[src/rtl/aclk_controller.sv]
// Alarm-clock keypad controller: manages time/alarm entry, the display select
// and the commit pulses toward the time counter and the alarm register.
module aclk_controller #(
    parameter int unsigned TIMEOUT_S = 10
) (
    input  logic       clk,
    input  logic       reset,
    input  logic       one_second,
    input  logic       key_valid,
    input  logic [3:0] key_value,
    input  logic       time_button,
    input  logic       alarm_button,
    output logic       load_new_c,
    output logic       load_new_a,
    output logic       show_a,
    output logic       show_new_time,
    output logic [3:0] new_ms_hr,
    output logic [3:0] new_ls_hr,
    output logic [3:0] new_ms_min,
    output logic [3:0] new_ls_min,
    output logic       entry_error
);

    typedef enum logic [1:0] {
        IDLE       = 2'd0,
        SHOW_ALARM = 2'd1,
        ENTRY      = 2'd2
    } state_t;

    localparam logic [7:0] TIMEOUT_L = 8'(TIMEOUT_S);

    state_t     state_r;
    logic [7:0] secs_r;
    logic       alarm_prev_r;

    logic       is_digit_s;
    logic       alarm_edge_s;
    logic       buf_valid_s;
    logic [7:0] secs_inc_s;

    // A buffer is a legal 24-hour time when hours are 00..23 and minutes 00..59.
    function automatic logic valid_time(input logic [3:0] mh, input logic [3:0] lh,
                                        input logic [3:0] mm, input logic [3:0] lm);
        valid_time = (mh <= 4'd2) && (lh <= 4'd9) && ((mh != 4'd2) || (lh <= 4'd3))
                     && (mm <= 4'd5) && (lm <= 4'd9);
    endfunction

    // Decode of this cycle's key, alarm edge, buffer validity and timeout step.
    always_comb begin
        is_digit_s   = key_valid && (key_value <= 4'd9);
        alarm_edge_s = alarm_button && !alarm_prev_r;
        buf_valid_s  = valid_time(new_ms_hr, new_ls_hr, new_ms_min, new_ls_min);
        secs_inc_s   = secs_r + 8'd1;
    end

    // Controller FSM; every output is a register updated alongside the state.
    always_ff @(posedge clk) begin
        if (reset) begin
            state_r       <= IDLE;
            secs_r        <= 8'd0;
            alarm_prev_r  <= 1'b0;
            load_new_c    <= 1'b0;
            load_new_a    <= 1'b0;
            entry_error   <= 1'b0;
            show_a        <= 1'b0;
            show_new_time <= 1'b0;
            new_ms_hr     <= 4'd0;
            new_ls_hr     <= 4'd0;
            new_ms_min    <= 4'd0;
            new_ls_min    <= 4'd0;
        end else begin
            alarm_prev_r <= alarm_button;
            load_new_c   <= 1'b0;
            load_new_a   <= 1'b0;
            entry_error  <= 1'b0;
            case (state_r)
                IDLE: begin
                    if (alarm_button) begin
                        state_r       <= SHOW_ALARM;
                        show_a        <= 1'b1;
                        show_new_time <= 1'b0;
                    end else if (is_digit_s) begin
                        state_r       <= ENTRY;
                        show_a        <= 1'b0;
                        show_new_time <= 1'b1;
                        secs_r        <= 8'd0;
                        new_ms_hr     <= 4'd0;
                        new_ls_hr     <= 4'd0;
                        new_ms_min    <= 4'd0;
                        new_ls_min    <= key_value;
                    end else begin
                        show_a        <= 1'b0;
                        show_new_time <= 1'b0;
                    end
                end
                SHOW_ALARM: begin
                    if (!alarm_button) begin
                        state_r <= IDLE;
                        show_a  <= 1'b0;
                    end else begin
                        show_a  <= 1'b1;
                    end
                    show_new_time <= 1'b0;
                end
                ENTRY: begin
                    show_a <= 1'b0;
                    if (time_button) begin
                        load_new_c    <= buf_valid_s;
                        entry_error   <= !buf_valid_s;
                        state_r       <= IDLE;
                        show_new_time <= 1'b0;
                    end else if (alarm_edge_s) begin
                        load_new_a    <= buf_valid_s;
                        entry_error   <= !buf_valid_s;
                        state_r       <= IDLE;
                        show_new_time <= 1'b0;
                    end else if (is_digit_s) begin
                        new_ms_hr  <= new_ls_hr;
                        new_ls_hr  <= new_ms_min;
                        new_ms_min <= new_ls_min;
                        new_ls_min <= key_value;
                        secs_r     <= 8'd0;
                    end else if (one_second) begin
                        secs_r <= secs_inc_s;
                        if (secs_inc_s >= TIMEOUT_L) begin
                            state_r       <= IDLE;
                            show_new_time <= 1'b0;
                        end else begin
                            show_new_time <= 1'b1;
                        end
                    end else begin
                        show_new_time <= 1'b1;
                    end
                end
                default: begin
                    state_r       <= IDLE;
                    show_a        <= 1'b0;
                    show_new_time <= 1'b0;
                end
            endcase
        end
    end

endmodule

[config.mk]
export PLATFORM = sky130hd
export DESIGN_NAME = aclk_controller
export DESIGN_NICKNAME = d
export VERILOG_FILES = /design/src/rtl/aclk_controller.sv
export SDC_FILE = /design/constraint.sdc
export NUM_CORES = 1
export LEC_CHECK = 0
export ABC_AREA = 1
export CAP_MARGIN = 15
export CORE_ASPECT_RATIO = 0.9
export CORE_UTILIZATION = 35
export DETAILED_ROUTE_END_ITERATION = 10
export PLACE_DENSITY_LB_ADDON = 0.2
export SLEW_MARGIN = 20
export SYNTH_ARGS = -nofsm -noshare
export SYNTH_HDL_FRONTEND = slang
export SYNTH_SLANG_ARGS = --single-unit
[constraint.sdc]
create_clock -name clk -period 1.85 [get_ports clk]
set_input_delay 0.37 -clock clk [delete_from_list [all_inputs] [get_ports clk]]
set_output_delay 0.37 -clock clk [all_outputs]
set_load 0.02 [all_outputs]
### Yosys cells after proc, flatten, opt, wreduce, memory -nomap -nowiden

Cells that the tools add are included.

| operators by class | value |
|---|---|
| add/subtract/negate cells | 1 |
| $lt $le $gt $ge | 7 |
| eq/ne operators | 14 |
| multiplexer cells | 46 |
| bitwise operators | 4 |
| reduce and logical (&&, ||, !) cells | 20 |

Operators with widths:

| cell | number |
|---|---|
| 4-bit 2-to-1 mux | 15 |
| 8-bit 2-to-1 mux | 6 |
| 4-bit case mux with 2 select lines | 4 |
| 2-bit 2-to-1 mux | 8 |
| 8-bit case mux with 2 select lines | 1 |
| 4-bit <= comparator, second input constant | 3 |
| 2-bit != test, second input constant | 6 |
| 4-bit != test, second input constant | 3 |
| 6-bit AND reduction | 2 |
| 1-bit 2-to-1 mux | 10 |
| 8-bit by 1-bit adder with 8-bit output, second input constant | 1 |
| 8-bit by 4-bit >= comparator with 1-bit output, second input constant | 1 |
| 4-bit by 2-bit <= comparator with 1-bit output, second input constant | 2 |
| 1-bit logical AND | 6 |
| 3-bit != test, second input constant | 2 |
| 2-bit case mux with 3 select lines | 1 |
| 2-bit OR reduction | 3 |
| 5-bit AND reduction | 1 |
| 4-bit by 3-bit <= comparator with 1-bit output, second input constant | 1 |
| 4-bit by 2-bit != test with 1-bit output, second input constant | 1 |
| 1-bit inverter | 4 |
| 4-bit AND reduction | 1 |
| 4-bit OR reduction | 1 |
| 3-bit OR reduction | 1 |
| 7 further kinds | 8 |

| storage, ports and cells | value |
|---|---|
| flip-flop bits (word level) | 32 |
| input port bits | 10 |
| logic and storage cells | 104 |

### Depth between registers and ports, before layout

| depth | value |
|---|---|
| depth in word-level cells | 8 |
| gate-level depth with buffers | 11 |
| depth with buffers taken out | 11 |

### Worst setup path before layout

Ideal clock, no wire load.

| timing | value |
|---|---|
| path type | register -> register |
| start | reg secs_r[0] |
| end | reg state_r[1] |
| arrival time | 1,213 ps |
| required time | 1,794 ps |
| setup slack | 581 ps |
| stages on the path, launching flop included | 10 |
| period minus slack after synthesis | 1,269 ps |
| path through | dfxtp_1 > ha_1 > nand3_1 > o21ai_1 > nand2_1 > nor2_1 > nand3_1 > nand3_1 > nand2_1 > inv_1 |

| on the way | value |
|---|---|
| cells in the longest elaborated chain, start to end | 4 |

Ends and longest elaborated chain:

| item | line | text |
|---|---|---|
| start, declared | 33 | `logic [7:0] secs_r;` |
| start signal, assigned | 124 | `secs_r <= secs_inc_s;` |
| 8-bit by 1-bit adder with 8-bit output | 53 | `secs_inc_s = secs_r + 8'd1;` |
| 8-bit by 4-bit >= comparator with 1-bit output | 125 | `if (secs_inc_s >= TIMEOUT_L) begin` |
| 4-bit != test (no line) | -- |  |
| 5-bit AND reduction (no line) | -- |  |
| end signal, assigned | 59 | `state_r <= IDLE;` |
| end signal, assigned | 126 | `state_r <= IDLE;` |
| end signal, assigned | 136 | `state_r <= IDLE;` |
| end, declared | 32 | `state_t state_r;` |

Every way passes these cells.
A chain may end at the register's enable or synchronous reset.

### Worst setup path after layout

| timing | value |
|---|---|
| start | reg new_ls_hr[2] |
| end | out new_ls_hr[2] |

RTL lines:

| item | line | text |
|---|---|---|
| start, declared | 18 | `output logic [3:0] new_ls_hr,` |
| start signal, assigned | 119 | `new_ls_hr <= new_ms_min;` |

No word-level cell between the ends.

==> results.json <==
{
  "cpLargestDelayFamily": "buffers and inverters",
  "synth_top_cell_by_area": "dfxtp_1",
  "dp.cells": 311,
  "synth_edf_count": 0,
  "ios": 31,
  "portBuffers": 30,
  "rsz0062_at_grt": "false",
  "dieArea_sq_um": 4810,
  "avgViaCountPerCell": 4.51,
  "cp_cell_sequence": "clkdlybuf4s50_1",
  "die_y_um": 65.9,
  "holdBufCountCts": 0,
  "worst_path_max_delay_cell": "clkdlybuf4s50_1",
  "antenna-diode-count": 0,
  "postSynth.asyncResetShare_pct": 0,
  "period_share_pct": 92.7,
  "synth_top_cell_area_share_pct": 40.3,
  "pre_cts_slack_ns": 0.0467,
  "vias": 1439,
  "startpoint_type": "register",
  "grt_pass1_vias": 1247,
  "cts.sinks": 32,
  "p_switching_uw": 510,
  "seq_area_frac_synth_pct": 40.3,
  "initial_core_util_pct": 37.7,
  "wire_per_inst_um": 10.7,
  "skew_ns": 0.00344,
  "core_area_sq_um": 4210,
  "fin_setup_tns_ns": 0,
  "drt-pass1-iter-count": 4,
  "grt_pass1_wl_um": 5870,
  "fmax_mhz": 583,
  "switching_share_pct": 29.9,
  "tightestPinTransition_ns": 0.260,
  "pwr-share-clk_pct": 33.5,
  "drt-initial-drc-count": 80,
  "cts_setup_buffers": 0,
  "post_cts_resized": 0,
  "gp_congestion": 0.764,
  "cts_tree": "done",
  "place_area_sq_um": 1970,
  "syn_avg_cell_area_sq_um": 7.15,
  "std_cell_rows": 22,
  "yosys-top-cells-area": "dfxtp_1, nand2_1, nor2_1",
  "maxSlewViolCount": 0,
  "antenna_found_initial": 0,
  "clkTransAtPathRegs_ns": 0.07,
  "wl_um": 3420,
  "path_max_fanout": 5,
  "critPathRequiredTime_ns": 1.48,
  "synthMostInstantiatedCell": "nand2_1",
  "grt_use_total_pct": 16.3,
  "grt_max_degree": 17,
  "drc_errors": 0,
  "ys_types": 30,
  "hp-start": "new_ls_hr[3]",
  "powerDensity_nw_per_um2": 826,
  "grt-ovfl-total": 0,
  "synth_fp_nets": 234,
  "stdcell_count": 319,
  "syn-cell-area_sq_um": 1590,
  "slowest_delay_ns": 0.64,
  "ys_ff_latch": 32,
  "path_class": "reg2out",
  "cts_buffer_depth": 2,
  "dieWidth_um": 73.0,
  "max_slew_margin_pct": 82.7,
  "min_path_type": "reg2reg",
  "n_fill_cell": 438,
  "power_frac_seq_pct": 46.1,
  "ys.flop_type": "dfxtp_1",
  "power.leakage_nw": 0.876,
  "fin_ws_ns": 0.136,
  "finalHoldViolations": 0,
  "fin_area_sq_um": 2060,
  "cts_buffers": 5,
  "cts_max_level": 2,
  "status": "finished, final reports clean",
  "drive_above_1_share_pct": 17.0,
  "syn-instance-count": 222,
  "p_comb_share_pct": 20.3,
  "path_buf_inv": 1,
  "yosys_warnings": 0,
  "internal_power_mw": 1.20,
  "cp-end-kind": "output pin",
  "finalSetupViolations": 0,
  "maxCapViolations": 0,
  "irDropWorstVdd_mv": 0.472,
  "drtAntennaViolNets": 0,
  "post-dp-hpwl_um": 2540,
  "crit_arrival_ns": 1.34,
  "finalCriticalPeriod_ns": 1.71,
  "synthToLayoutAreaGrowth_pct": 30.0,
  "clockRootBuffer": "clkbuf_8",
  "rr_startpoint": "secs_r[0]",
  "synth_commonest_cells": "nand2_1, nor2_1, dfxtp_1",
  "crit_start": "new_ls_hr[2]",
  "nNetsFinal": 270,
  "worst_skew_pair.late_latency_ns": 0.29
}
[cell usage in the layout (no fill, tap or decap), drive strengths merged, types with 2 or more instances in the layout]
| cell | netlist | routed |
|---|---|---|
| ha | 2 | 2 |
| inv | 26 | 26 |
| a22oi | 2 | 2 |
| and3 | 2 | 2 |
| nor2 | 46 | 46 |
| nand3 | 6 | 6 |
| buf | 4 | 5 |
| a21oi | 14 | 14 |
| nand2 | 59 | 59 |
| clkbuf | 2 | 7 |
| nand4 | 2 | 2 |
| o21ai | 15 | 15 |
| dfxtp | 32 | 32 |
| nor3 | 5 | 5 |
| clkdlybuf4s50 | 0 | 30 |
[final cells by class]
cell class                 instances  area, sq um  area share [%]
clock buffer                       7         86.3            4.18
clock inverter                     1         7.51           0.364
inverter                          27          104            5.03
multi-input combinational        157          788            38.2
sequential                        32          641            31.0
tap                               60         75.1            3.64
timing repair buffer              35          363            17.6
[worst register-to-register path: cells and delay by family, from the launching register on]
family	cells	cell delay, ns
adder cells (fa/ha/maj)	1	0.25
AND/OR/NAND/NOR	6	0.55
buffers and inverters	1	0.04
flip-flops	1	0.41
AO/OA/AOI/OAI	1	0.19
[metal layers]
| metal | vias up | share of wire (%) | global-route usage (%) |
|---|---|---|---|
| met5 | - | 0 | 0 |
| met4 | 0 | 2.1 | 10.3 |
| met3 | 8 | 3.8 | 4.12 |
| met2 | 25 | 40 | 21.4 |
| met1 | 637 | 54 | 23.0 |
| li1 | 769 | - | - |
[logic make-up (layout without fill, tap and decap cells)]
| family | after synthesis | count (layout) | share of synthesized area [%] |
|---|---|---|---|
| AOI/OAI and AO/OA | 34 | 34 | 14.5 |
| adders and majority gates | 2 | 2 | 1.58 |
| buffers and inverters | 33 | 70 | 10.0 |
| DFF | 32 | 32 | 40.3 |
| and+or+nand+nor | 121 | 121 | 33.6 |
[metrics by stage]
stage	hold WS, ns	util [%]	power, mW
2_1_floorplan	0.447	-	1.02
3_3_place_gp	0.486	46.8	1.15
3_5_place_dp	0.485	46.8	1.15
4_1_cts	0.501	49.0	1.72
5_1_grt	0.519	49.0	1.80
6_report	0.500	49.0	1.70
[power groups by stage]
stage | clock network (mW) | logic [mW] | registers, mW
after floorplan | 0 | 0.201 | 0.822
after global placement | 0 | 0.346 | 0.803
after detailed placement | 0 | 0.347 | 0.802
after CTS | 0.584 | 0.349 | 0.787
after global routing | 0.622 | 0.386 | 0.794
final | 0.571 | 0.347 | 0.787
[path summary, 6_finish.rpt]
kind                   end  slack [ns]  cells after the start
max           new_ls_hr[2]        0.14                      1
min reg2reg   new_ms_hr[3]        0.50                      2
max reg2reg  show_new_time        0.37                      9
min           new_ms_hr[3]        0.50                      2
[state kept, by name, summed over array words and instances (netlist names)]
name,flops
alarm_prev_r,1
entry_error,1
load_new_a,1
load_new_c,1
new_ls_hr,4
new_ls_min,4
new_ms_hr,4
new_ms_min,4
secs_r,8
show_a,1
show_new_time,1
state_r,2
Power figures use the tool's default switching activity.
